===== src/rtl/matrix_frame_scroller.sv =====
//------------------------------------------------------------------------------
// Module  : matrix_frame_scroller
// Brief   : Double-buffered 8x8 frame source with tear-free swap and wrap scroll.
// Revision: 1.0 - initial release
//------------------------------------------------------------------------------
`default_nettype none

module matrix_frame_scroller #(
  parameter int SCROLL_DIV = 4
) (
  input  logic        i_clk,
  input  logic        i_rst_n,
  input  logic        i_ce,
  input  logic        i_we,
  input  logic [2:0]  i_waddr,
  input  logic [7:0]  i_wdata,
  input  logic        i_swap,
  input  logic        i_scroll_en,
  input  logic        i_scroll_dir,
  output logic [63:0] o_seq,
  output logic        o_busy,
  output logic        o_frame_tick
);

  localparam logic [7:0] c_DIV_M1 = 8'(SCROLL_DIV - 1);

  logic [7:0][7:0] r_back;
  logic [7:0][7:0] r_front;
  logic [2:0]      r_phase;
  logic [2:0]      r_offset;
  logic [7:0]      r_frame_cnt;
  logic            r_pending;
  logic            r_tick;
  logic            w_fb;

  // Frame boundary: last column of the scan driver is being consumed.
  assign w_fb = i_ce && (r_phase == 3'd7);

  always_ff @(posedge i_clk or negedge i_rst_n) begin
    if (!i_rst_n) begin
      r_back <= '0;
    end else if (i_we) begin
      r_back[i_waddr] <= i_wdata;
    end
  end

  // Front takes the pre-write back content when a write hits the swap edge.
  always_ff @(posedge i_clk or negedge i_rst_n) begin
    if (!i_rst_n) begin
      r_front <= '0;
    end else if (w_fb && r_pending) begin
      r_front <= r_back;
    end
  end

  always_ff @(posedge i_clk or negedge i_rst_n) begin
    if (!i_rst_n) begin
      r_phase     <= 3'd0;
      r_offset    <= 3'd0;
      r_frame_cnt <= 8'd0;
      r_pending   <= 1'b0;
      r_tick      <= 1'b0;
    end else begin
      r_tick <= w_fb;
      if (i_ce) begin
        r_phase <= r_phase + 3'd1;
      end
      if (w_fb && r_pending) begin
        r_pending   <= 1'b0;
        r_offset    <= 3'd0;
        r_frame_cnt <= 8'd0;
      end else begin
        if (i_swap) begin
          r_pending <= 1'b1;
        end
        if (i_ce && !i_scroll_en) begin
          r_frame_cnt <= 8'd0;
        end else if (w_fb) begin
          if (r_frame_cnt == c_DIV_M1) begin
            r_frame_cnt <= 8'd0;
            r_offset    <= i_scroll_dir ? (r_offset - 3'd1) : (r_offset + 3'd1);
          end else begin
            r_frame_cnt <= r_frame_cnt + 8'd1;
          end
        end
      end
    end
  end

  // Each row byte is rotated left by the scroll offset.
  for (genvar r = 0; r < 8; r++) begin : g_row
    logic [15:0] w_dbl;
    assign w_dbl = {r_front[r], r_front[r]} << r_offset;
    assign o_seq[63-8*r -: 8] = w_dbl[15:8];
  end

  assign o_busy       = r_pending;
  assign o_frame_tick = r_tick;

endmodule

`default_nettype wire


===== config.mk =====
export PLATFORM = sky130hd
export DESIGN_NAME = matrix_frame_scroller
export DESIGN_NICKNAME = d
export VERILOG_FILES = /design/src/rtl/matrix_frame_scroller.sv
export SDC_FILE = /design/constraint.sdc
export NUM_CORES = 1
export LEC_CHECK = 0
export BUFFER_PORTS_ARGS = -buffer_cell sky130_fd_sc_hd__buf_4
export CORE_MARGIN = 10
export CORE_UTILIZATION = 60
export CTS_CLUSTER_DIAMETER = 80
export CTS_CLUSTER_SIZE = 20
export DETAILED_ROUTE_END_ITERATION = 10
export PLACE_DENSITY = 0.81
export SLEW_MARGIN = 20
export SYNTH_ARGS = -nofsm -noshare
export SYNTH_HDL_FRONTEND = slang
export SYNTH_SLANG_ARGS = --single-unit

===== constraint.sdc =====
create_clock -name i_clk -period 5.9 [get_ports i_clk]
set_clock_uncertainty 0.1 [all_clocks]
set_input_delay 0.59 -clock i_clk [delete_from_list [all_inputs] [get_ports i_clk]]
set_output_delay 0.59 -clock i_clk [all_outputs]
set_load 0.01 [all_outputs]

After elaboration in Yosys (flattened, before gate mapping) --
Index checks and enable logic that the tools add are counted.
Storage, ports and cells: register bits 144, latch bits 0, bits in writable memories 0, bits in read-only memories 0, word-level logic and storage cells 62, memories kept 0
Cells by class: add/subtract/negate cells 4, multiply operators 0, divide/modulo/power cells 0, $lt $le $gt $ge 2, equal/unequal tests 3, shifts and indexed selects 8, muxes and demuxes 14, bitwise logic cells 0, reductions and logical operators 10
Operators with widths (count):
- 16-bit by 3-bit left shift with 16-bit output | 8
- 64-bit bitwise mux | 1
- 8-bit 2-to-1 mux | 5
- 8-bit demux with 3-bit select | 1
- 3-bit 2-to-1 mux | 5
- 8-bit by 1-bit adder with 8-bit output (second input constant) | 1
- 8-bit by 2-bit equality test with 1-bit output (second input constant) | 1
- 3-bit by 1-bit adder with 3-bit output (second input constant) | 2
- 2-bit nonzero test | 3
- 1-bit logical AND | 4
- 3-bit by 4-bit less-than comparator with 1-bit output (second input constant) | 1
- 3-bit equality test (second input constant) | 1
- 3-bit by 1-bit >= comparator with 1-bit output (second input constant) | 1
- 3-bit AND reduction | 1
- 3-bit nonzero test | 1
- 3-bit by 1-bit subtractor with 3-bit output (second input constant) | 1
- 1-bit 2-to-1 mux | 2
- 2-bit != test (second input constant) | 1
- 1-bit zero test | 1

Depth between registers and ports, before layout --
Gate-level depths: netlist (run 1).
word-level depth 6, gate-level depth with buffers 7, depth with buffers taken out 6

Worst setup path before layout (run 1) --
Ideal clock, no wire load.
path kind flip-flop to output port, from register r_offset[0], to output o_seq[0], arrival time 1.566 ns, slack 3.644 ns, cell stages (with the launch flop) 5, buffers on the path 2, cells stage by stage dfrtp_1 buf_6 buf_12 mux4_1 mux2_2
Between the ends: cells in the longest elaborated chain, start to end 1
Ends and longest elaborated chain:
- start, declared | line 30 | logic [2:0] r_offset;
- start signal, assigned | line 81 | r_offset <= i_scroll_dir ? (r_offset - 3'd1) : (r_offset + 3'd1);
- 16-bit by 3-bit left shift with 16-bit output | line 93 | assign w_dbl = {r_front[r], r_front[r]} << r_offset;
- end, declared | line 20 | output logic [63:0] o_seq,
Every way passes these cells.

Final worst setup path (run 1) --
from register r_offset[0], to output o_seq[11]
The elaborated chain is that of the path after synthesis.

==> run summary, run 1 <==
Final RePlAce weighted congestion = 0.815
Setup repair bufs after CTS = 0
Fin cells = 760
Buffers plus inverters on the worst setup path = 2
Highest-count cells in the layout ignoring fill and taps = mux2_2, dfrtp_1, buf_4, mux4_1, mux2_1
Root Driver = clkbuf_16
First-pass GRT wire length = 29,000 microns
Effective utilization at floorplan = 61.4%
Highest attainable clock frequency = 264 MHz
Power per unit of standard cell area = 459 nW/um^2
DRC violation total after the first TritonRoute iteration = 249
Fraction of the mapped netlist area in simple logic gates = 3.35%
Number of instances in the synthesized netlist = 500
Via count of the first global-routing pass = 5,321
Dpl ws = 2.58 ns
Number of optimization iterations in the first detailed-route pass = 4
Final design instance area without fill = 9450 sq um
Worst-Skew Late Latency = 0.41 ns
Unrepaired setup endpoints after global routing = no
Slew HR = 24.4%
Global-route congestion overflow total = 0
Outcome = finished, final reports clean
Synth Net Count = 522
DR DRC count = 0
Most frequent standard cell in the layout excluding fill and tap cells = mux2_2
Standby leakage power = 4.07 nW
Floorplan core area = 13,200 sq um
Overall track demand over capacity in global routing = 19.9%
Post-synthesis sequential element count = 144
Count of different cell masters after synthesis = 36
Layout cell share with drive strength beyond 1 = 54.8%
Period Utilization, post-route = 64.2%
PortBufs = 83
Count of final setup violators = 0
Critical Path Sink Type = output pin
Max_cap viols = 0
Classification of the worst setup path = reg -> out
CP top delay family = flip-flops
Cell mode on critical path = buf_4
Actual slew at the worst max-slew pin = 1.13 ns
Critical Path Slowest Stage Cell = dfrtp_2
Antenna violations before repair = 0
Fraction of the mapped netlist area in compound gates = 0.692%
Required time at the endpoint of the critical path = 5.21 ns
Delay of the slowest cell on the worst path = 1.11 ns
Antenna fix cells = 0
TritonCTS Sinks = 144
Final core occ = 71.3%
Clock-pin slew on the worst setup and hold paths = 0.06 ns
Count of antenna-violating nets left after detailed routing = 0
Smallest hold slack = 0.0712 ns
Die ar. = 18,600 sq um
Clock tree from TritonCTS = yes
Post-synthesis adder-cell area fraction = 0.707%
CTS Buffer Depth = 2
Total instance count after detailed placement = 730
Cts-stage hold buffer count = 0
Number of pins with negative max-slew slack in the final report = 0
Instance area at placement = 8790 sq um
Worst-path fanout max = 43
Cell breakdown of the critical path = buf_4 > mux4_1 > mux2_2 > buf_4
Mapped cell area = 8140 sq um
Number of hold violations in the final report = 0
Total power = 4.34 mW
Worst Slack Setup Final = 2.11 ns
Parity-gate share of the synthesized area counting xor and xnor cells = 0.754%
Average detailed-routed wire length per instance = 23.2 microns
Sequential share of the synthesized area = 44.3%
Largest net degree at the start of global routing = 74
Sum of routed wire length over all layers = 17,600 microns
Number of H-tree branching levels = 4
Synthesized area per cell = 16.3 sq um
Main combinational cell family by area after synthesis = multiplexers
Row count = 42
NumNets Final = 595
CTS buffer count = 17
DPL Wire Length = 11,600 microns
Minimum period implied by the final worst setup slack = 3.79 ns
Maximum resistive drop on vdd = 0.289 mV
Multiplexer share of the synthesized area = 47.2%
Signed area change from the synthesized netlist to the final layout = 16.1%
Warnings, synthesis = 0
DIE WIDTH = 136 microns
Detail-routed via count per cell = 6.40
Number of instances resized during post-cts repair = 0
Sum of negative setup slack = 0 ns
Number of ports placed on the die boundary = 84
Overall die height = 136 microns
Arrival time at the worst endpoint = 3.10 ns
Vias = 4,867
Hold Crit Class = in -> async
CP Launch Type = register
-- per-layer routing --
layer | vias up | GRT usage (%) | wire length, microns
li1 | 2133 | - | -
met1 | 2586 | 24.2 | 7390
met2 | 130 | 34.1 | 9270
met3 | 18 | 5.06 | 745
met4 | 0 | 6.21 | 228
met5 | - | 0 | 0
-- Yosys cell counts --
cell,count,area (sq um)
fa_1,1,20.0
mux2_4,8,120
clkbuf_1,5,18.8
nand2b_1,1,6.26
nand2b_4,1,13.8
mux4_2,18,405
nand4b_1,3,26.3
nand2_1,5,18.8
mux2_1,20,225
nand3_1,5,25.0
buf_12,5,100
nor4b_2,1,15.0
a32o_1,1,10.0
buf_1,6,22.5
buf_6,1,11.3
and2_1,2,12.5
nor2_1,8,30.0
mux2i_1,1,10.0
or3_1,3,18.8
xor2_1,6,52.6
mux2_2,166,1870
nor3b_4,2,37.5
dfrtp_1,144,3600
and3_1,3,18.8
nand4_1,3,18.8
buf_2,17,85.1
nor3_1,1,5.00
mux4_1,46,1210
o22ai_1,1,6.26
xnor2_1,1,8.76
o21ai_0,4,20.0
a21oi_1,4,20.0
nor3_4,1,16.3
ha_1,3,37.5
inv_1,2,7.51
nor3_2,1,10.0
-- report_power, final --
part	internal [mW]	switching [mW]	total, mW	leakage, nW
combinational	0.949	0.569	1.52	1.98
sequential	1.31	0.322	1.64	1.76
clock	0.791	0.392	1.18	0.321
-- flip-flops by register name (all words and copies together) (netlist names) --
name,count
o_frame_tick,1
r_frame_cnt,8
r_phase,3
r_offset,3
r_back,64
r_front,64
o_busy,1
-- worst paths after layout --
| kind | startpoint | to | slack, ns | cells past startpoint |
|---|---|---|---|---|
| min reg2reg | r_phase[0]$_DFFE_PN0P_ | r_phase[0]$_DFFE_PN0P_ | 0.37 | 1 |
| max reg2reg | r_phase[0]$_DFFE_PN0P_ | r_front[59]$_DFFE_PN0N_ | 3.32 | 5 |
| max | r_offset[0]$_DFFE_PN0P_ | o_seq[11] | 2.11 | 4 |
| min | i_rst_n | r_phase[0]$_DFFE_PN0P_ | 0.07 | 1 |
| max in group asynchronous | i_rst_n | r_offset[0]$_DFFE_PN0P_ | 4.24 | 2 |
| min in group i_clk | i_swap | o_busy$_DFFE_PN0P_ | 0.31 | 3 |
-- layout make-up --
type                            instances  area [sq um]
Inverter                                2          7.51
Multi-Input combinational cell        320          4290
Timing Repair Buffer                   88           664
Tap cell                              176           220
Clock buffer                           21           480
Fill cell                             900          3790
Clock inverter                          9           180
Sequential cell                       144          3610
-- kinds of logic (layout without fill, tap and decap cells) --
family                     count (synthesis)  count (layout)
muxes                                    259             259
DFF                                      144             144
and+or+nand+nor                           40              40
buffers and inverters                     36             120
AOI/OAI and AO/OA                         10              10
xor gates and xnor gates                   7               7
adders and majority gates                  4               4
(Power assumes the default switching activity.)
==> inputs of run 2 (changes only) <==
- clock period: 5.9 -> 3.5 ns (I/O delays scaled with it)
==> run 2 against run 1 <==
Compared with the run above:
- cell count increased by 0.66%
- power rose by 64%
- flip-flop and latch count unchanged
- count of clock-buffer cells in the layout up 4
- die area stayed put
- setup slack got worse by 1.7 ns
- global-route usage is 0.28 points lower
- clock power rose by 50%
- wire length down 0.28%
- core utilization shrank 0.23 points
- sequential power is 69% higher
- highest routed layer unchanged
==> run summary, run 2 (same netlist as run 1, synthesis figures left out) <==
Outcome = finished, final reports clean (unchanged)
Count of antenna-violating nets left after detailed routing = 0 (unchanged)
Vias = 4,936 (was 4,867)
Registers with the most flip-flops = r_back (64), r_front (64), r_frame_cnt (8) (unchanged)
Count of final setup violators = 0 (unchanged)
Sum of negative setup slack = 0 ns (unchanged)
Setup repair bufs after CTS = 0 (unchanged)
Floorplan core area = 13,200 sq um (unchanged)
Overall die height = 136 microns (unchanged)
Sum of routed wire length over all layers = 17,600 microns (about the same)
Classification of the worst setup path = reg -> out (unchanged)
Detail-routed via count per cell = 6.45 (was 6.40)
Standby leakage power = 4.04 nW (was 4.07 nW)
Actual slew at the worst max-slew pin = 1.04 ns (was 1.13 ns)
Minimum period implied by the final worst setup slack = 3.04 ns
Critical Path Slowest Stage Cell = dfrtp_2 (unchanged)
CP top delay family = multiplexers (was flip-flops)
CP Launch Type = register (unchanged)
Arrival time at the worst endpoint = 2.59 ns (was 3.10 ns)
Antenna fix cells = 0 (unchanged)
TritonCTS Sinks = 144 (unchanged)
Effective utilization at floorplan = 61.4% (unchanged)
Reg-to-reg critical path startpoint = r_offset[1]$_DFFE_PN0P_ (was r_phase[0]$_DFFE_PN0P_)
Worst-path fanout max = 48 (was 43)
DIE WIDTH = 136 microns (unchanged)
Min-Delay Path Depth = 3
Cell breakdown of the critical path = buf_12 > mux4_1 > mux2_2 > buf_4 (was buf_4 > mux4_1 > mux2_2 > buf_4)
Hold Crit Class = in -> reg (was in -> async)
Number of H-tree branching levels = 4 (unchanged)
Number of ports placed on the die boundary = 84 (unchanged)
Instance area at placement = 8830 sq um (was 8790 sq um)
Unrepaired setup endpoints after global routing = no (unchanged)
Area taken by multi-input logic gates = 4290 sq um (unchanged)
Signed area change from the synthesized netlist to the final layout = 15.8% (was 16.1%)
Total number of cells along the worst setup path = 4 (unchanged)
Largest net degree at the start of global routing = 95 (was 74)
Number of instances resized during post-cts repair = 0 (unchanged)
Slew HR = 30.7% (was 24.4%)
Required time at the endpoint of the critical path = 3.05 ns (was 5.21 ns)
Highest attainable clock frequency = 329 MHz
DR DRC count = 0 (unchanged)
Clock tree from TritonCTS = yes (unchanged)
Number of pins with negative max-slew slack in the final report = 0 (unchanged)
Dpl ws = 0.897 ns (was 2.58 ns)
Number of hold violations in the final report = 0 (unchanged)
Max_cap viols = 0 (unchanged)
Global-route congestion overflow total = 0 (unchanged)
NumNets Final = 599 (was 595)
CTS buffer count = 17 (unchanged)
Row count = 42 (unchanged)
Antenna violations before repair = 0 (unchanged)
PortBufs = 83 (unchanged)
Highest-count cells in the layout ignoring fill and taps = mux2_2, dfrtp_1, buf_4, mux4_1, mux2_1 (unchanged)
DPL Wire Length = 11,600 microns (about the same)
Die ar. = 18,600 sq um (unchanged)
CTS Buffer Depth = 2 (unchanged)
Depth of the worst register-to-register path = 5 (unchanged)
Root Driver = clkbuf_16 (unchanged)
Worst setup startpoint = r_offset[0]$_DFFE_PN0P_ (unchanged)
Most frequent standard cell in the layout excluding fill and tap cells = mux2_2 (unchanged)
Buffers plus inverters on the worst setup path = 2 (unchanged)
Final design instance area without fill = 9420 sq um (was 9450 sq um)
Period Utilization, post-route = 87.0%
Average detailed-routed wire length per instance = 23.0 microns (was 23.2 microns)
Via count of the first global-routing pass = 5,114 (was 5,321)
Worst Slack Setup Final = 0.456 ns (was 2.11 ns)
Sequential cell area = 3610 sq um (unchanged)
Filler cells = 863 (was 900)
Worst-Skew Late Latency = 0.41 ns (about the same)
Power per unit of standard cell area = 755 nW/um^2 (was 459 nW/um^2)
Worst hold path startpoint = i_swap
First-pass GRT wire length = 28,500 microns (was 29,000 microns)
DRC violation total after the first TritonRoute iteration = 263 (was 249)
Final RePlAce weighted congestion = 0.801 (was 0.815)
Layout cell share with drive strength beyond 1 = 53.8% (was 54.8%)
Number of optimization iterations in the first detailed-route pass = 4 (unchanged)
Critical Path Sink Type = output pin (unchanged)
Overall track demand over capacity in global routing = 19.6% (was 19.9%)
Clock-pin slew on the worst setup and hold paths = 0.06 ns (about the same)
Maximum resistive drop on vdd = 0.397 mV (was 0.289 mV)
Delay of the slowest cell on the worst path = 0.69 ns (was 1.11 ns)
[run 2: cell count changes in the layout (fill, tap and decap cells not counted), moves of 2 or more]
cell       change
clkbuf_1       +7
clkbuf_8       -3
buf_12         +2
bufinv_16      -2
clkinv_4       -2
[run 2: through the flow]
step / power, mW / utilization [%] / cells / hold WS, ns
finish: 7.11 / 71.1 / 765 / 0.0546
CTS: 7.16 / 71.1 / 765 / 0.0458
global placement: 5.22 / 66.7 / 733 / 0.363
global route: 7.50 / 71.1 / 765 / 0.0700
floorplan: 4.26 / - / 500 / -0.0456
detailed placement: 5.35 / 66.7 / 733 / 0.376
[run 2: repair_timing]
item / 4_1_cts / 5_1_grt
hold endpoints to repair: 92 / 0
hold buffers: 1 / 0
endpoints found under the setup margin: 0 / 0
[run 2: power by group]
group | internal, mW | switching [mW]
registers | 2.21 | 0.560
logic | 1.60 | 0.953
clock network | 1.13 | 0.641
[run 2: final timing paths]
check	endpoint	slack, ns
min in group asynchronous	r_frame_cnt[4]$_DFFE_PN0P_	0.47
setup / recovery	o_seq[3]	0.46
max in group asynchronous	r_front[22]$_DFFE_PN0N_	1.93
hold reg to reg	r_front[9]$_DFFE_PN0N_	0.38
hold / removal	o_busy$_DFFE_PN0P_	0.05
setup reg to reg	r_offset[2]$_DFFE_PN0P_	1.18
[run 2: layer usage]
layer	vias up	global-route usage [%]	wire [microns]
met4	0	6.75	350
met1	2632	24.6	7500
met5	-	0	0
li1	2146	-	-
met2	128	33.0	8960
met3	30	4.28	774
[run 2: layout make-up]
cell class / instances / area share (%)
Clock inverter: 6 / 1.14
Multi-Input combinational cell: 320 / 45.5
Timing Repair Buffer: 92 / 7.67
Clock buffer: 25 / 4.94
Tap cell: 176 / 2.34
Sequential cell: 144 / 38.3
Inverter: 2 / 0.0797
[run 2: worst reg2reg max path: cells and delay by family, from the launching register on]
kind                       cells  cell delay (ns)
and+or+nand+nor                1             0.32
buffers and inverters          1             0.35
adders and majority gates      1             0.39
xor gates and xnor gates       1             0.15
AOI/OAI and AO/OA              1             0.15
DFF                            1             0.78
==> inputs of run 3 (changes only) <==
- SETUP_SLACK_MARGIN: not set -> 0.5
==> run 3 against run 2 <==
Compared with the run above:
- critical path depth decreased by 1
- setup slack gained 0.27 ns
- global-route usage did not move
- maximum frequency rose by 9.6%
- wire length rose by 0.28%
- sequential share of layout area is 0.18 points lower
- via count about the same
- non-clock buffer count is 6 higher
==> run summary, run 3 (same netlist as run 1, synthesis figures left out) <==
Clock-pin slew on the worst setup and hold paths = 0.06 ns (about the same)
Highest attainable clock frequency = 360 MHz (was 329 MHz)
DIE WIDTH = 136 microns (unchanged)
Fraction of power consumed by the clock network = 24.9% (was 25.0%)
Reg-to-reg critical path startpoint = r_offset[1]$_DFFE_PN0P_ (unchanged)
Signed area change from the synthesized netlist to the final layout = 16.5% (was 15.8%)
Maximum resistive drop on vdd = 0.397 mV (about the same)
Antenna fix cells = 0 (unchanged)
Actual slew at the worst max-slew pin = 0.835 ns (was 1.04 ns)
Detail-routed via count per cell = 6.40 (was 6.45)
Switching part of the total power = 30.3% (about the same)
Layout cell share with drive strength beyond 1 = 54.3% (was 53.8%)
DRC violation total after the first TritonRoute iteration = 292 (was 263)
TritonCTS Sinks = 144 (unchanged)
Critical Path Sink Type = output pin (unchanged)
Power dissipated by switching net loads = 2.15 mW (about the same)
Global-route congestion overflow total = 0 (unchanged)
Hold Crit Class = in -> reg (unchanged)
Number of pins with negative max-slew slack in the final report = 0 (unchanged)
Floorplan core area = 13,200 sq um (unchanged)
Classification of the worst setup path = reg -> out (unchanged)
Effective utilization at floorplan = 61.4% (unchanged)
Outcome = finished, final reports clean (unchanged)
Power per unit of standard cell area = 750 nW/um^2 (was 755 nW/um^2)
Die ar. = 18,600 sq um (unchanged)
Worst-path fanout max = 49 (was 48)
Worst hold path startpoint = i_swap (unchanged)
Clock tree from TritonCTS = yes (unchanged)
Count of final setup violators = 0 (unchanged)
Count of antenna-violating nets left after detailed routing = 0 (unchanged)
Portion of total power attributed to sequential cells = 39.1% (was 39.0%)
Total instance count after detailed placement = 733 (unchanged)
Worst setup startpoint = r_offset[1]$_DFFE_PN0P_ (was r_offset[0]$_DFFE_PN0P_)
Final RePlAce weighted congestion = 0.801 (unchanged)
Required time at the endpoint of the critical path = 3.05 ns (about the same)
Proportion of power drawn by combinational gates = 36.0% (about the same)
Sum of negative setup slack = 0 ns (unchanged)
Minimum period implied by the final worst setup slack = 2.78 ns (was 3.04 ns)
Root Driver = clkbuf_16 (unchanged)
Most frequent standard cell in the layout excluding fill and tap cells = mux2_2 (unchanged)
Via count of the first global-routing pass = 5,119 (was 5,114)
Number of optimization iterations in the first detailed-route pass = 4 (unchanged)
Highest-count cells in the layout ignoring fill and taps = mux2_2, dfrtp_1, buf_4, mux4_1, mux2_1 (unchanged)
Registers with the most flip-flops = r_back (64), r_front (64), r_frame_cnt (8) (unchanged)
Antenna violations before repair = 0 (unchanged)
PortBufs = 83 (unchanged)
CTS buffer count = 17 (unchanged)
CP Launch Type = register (unchanged)
Row count = 42 (unchanged)
Largest net degree at the start of global routing = 95 (unchanged)
Arrival time at the worst endpoint = 2.33 ns (was 2.59 ns)
Slew HR = 44.3% (was 30.7%)
Unrepaired setup endpoints after global routing = no (unchanged)
Overall die height = 136 microns (unchanged)
Number of hold violations in the final report = 0 (unchanged)
Number of H-tree branching levels = 4 (unchanged)
DPL Wire Length = 11,600 microns (unchanged)
Period Utilization, post-route = 79.4% (was 87.0%)
Sum of routed wire length over all layers = 17,600 microns (about the same)
DR DRC count = 0 (unchanged)
Overall track demand over capacity in global routing = 19.6% (unchanged)
CTS Buffer Depth = 2 (unchanged)
First-pass GRT wire length = 28,500 microns (about the same)
Number of ports placed on the die boundary = 84 (unchanged)
Average detailed-routed wire length per instance = 22.9 microns (was 23.0 microns)
NumNets Final = 605 (was 599)
Vias = 4,935 (was 4,936)
Worst-Skew Late Latency = 0.41 ns (about the same)
Internal cell power = 4.95 mW (about the same)
Standby leakage power = 4.08 nW (was 4.04 nW)
Fin cells = 771 (was 765)
Max_cap viols = 0 (unchanged)
==> run 3: cell count changes in the layout (fill, tap and decap cells not counted) <==
| cell | before | now |
|---|---|---|
| dfrtp_2 | 3 | 1 |
| buf_16 | 0 | 1 |
| dfrtp_4 | 0 | 2 |
| buf_12 | 2 | 1 |
| buf_4 | 88 | 94 |
==> run 3: final cells by class <==
type	count	area (sq um)
clock buffer	25	465
clock inverter	6	108
fill	857	3770
inverter	2	7.51
multi-input combinational	320	4290
sequential	144	3610
tap	176	220
timing repair buffer	98	774
==> run 3: routing by layer <==
layer / share of wire, % / track usage [%]
met1: 42 / 24.6
met2: 51 / 33.0
met3: 5.6 / 4.28
met4: 1.9 / 6.75
met5: 0 / 0
==> run 3: power groups by stage <==
stage          registers, mW  clock network (mW)  logic [mW]
4_1_cts                 2.76                1.79        2.61
3_3_place_gp            2.72                   0        2.50
2_1_floorplan           2.54                   0        1.72
6_report                2.78                1.77        2.56
5_1_grt                 2.86                1.86        2.79
3_5_place_dp            2.78                   0        2.57
==> run 3: path summary, 6_finish.rpt <==
| kind | end | slack [ns] | cells after the start |
|---|---|---|---|
| worst min-delay path | o_busy$_DFFE_PN0P_ | 0.06 | 3 |
| worst max-delay path | o_seq[23] | 0.72 | 3 |
| worst max register to register | r_offset[2]$_DFFE_PN0P_ | 1.30 | 5 |
| worst min register to register | r_back[15]$_DFFE_PN0P_ | 0.39 | 1 |
| max in group asynchronous | r_front[22]$_DFFE_PN0N_ | 1.94 | 3 |
| min in group asynchronous | r_phase[1]$_DFFE_PN0P_ | 0.49 | 2 |
==> run 3: timing repair <==
item                                    in CTS  in global routing
gates resized for setup                      2                  1
pin swaps                                    0                  0
hold buffers                                 1                  0
endpoints found under the hold margin       92                  0
endpoints found under the setup margin      48                 10
buffers inserted                             0                  6
==> run 3: through the flow <==
| step | utilization (%) | area [sq um] | hold slack (ns) | setup slack [ns] | power, mW |
|---|---|---|---|---|---|
| 2_1_floorplan | - | 8140 | -0.0456 | 1.48 | 4.26 |
| 3_3_place_gp | 66.7 | 8830 | 0.363 | 0.938 | 5.22 |
| 3_5_place_dp | 66.7 | 8830 | 0.376 | 0.897 | 5.35 |
| 4_1_cts | 71.2 | 9420 | 0.0458 | 0.562 | 7.16 |
| 5_1_grt | 71.6 | 9480 | 0.0700 | 0.621 | 7.50 |
| 6_report | 71.6 | 9480 | 0.0573 | 0.722 | 7.11 |
==> run 3: worst max-delay path, stage by stage, from the launching register on <==
cell and delay [ns]:
dfrtp_4 0.84, mux4_2 0.63, mux2_2 0.29, buf_4 0.14
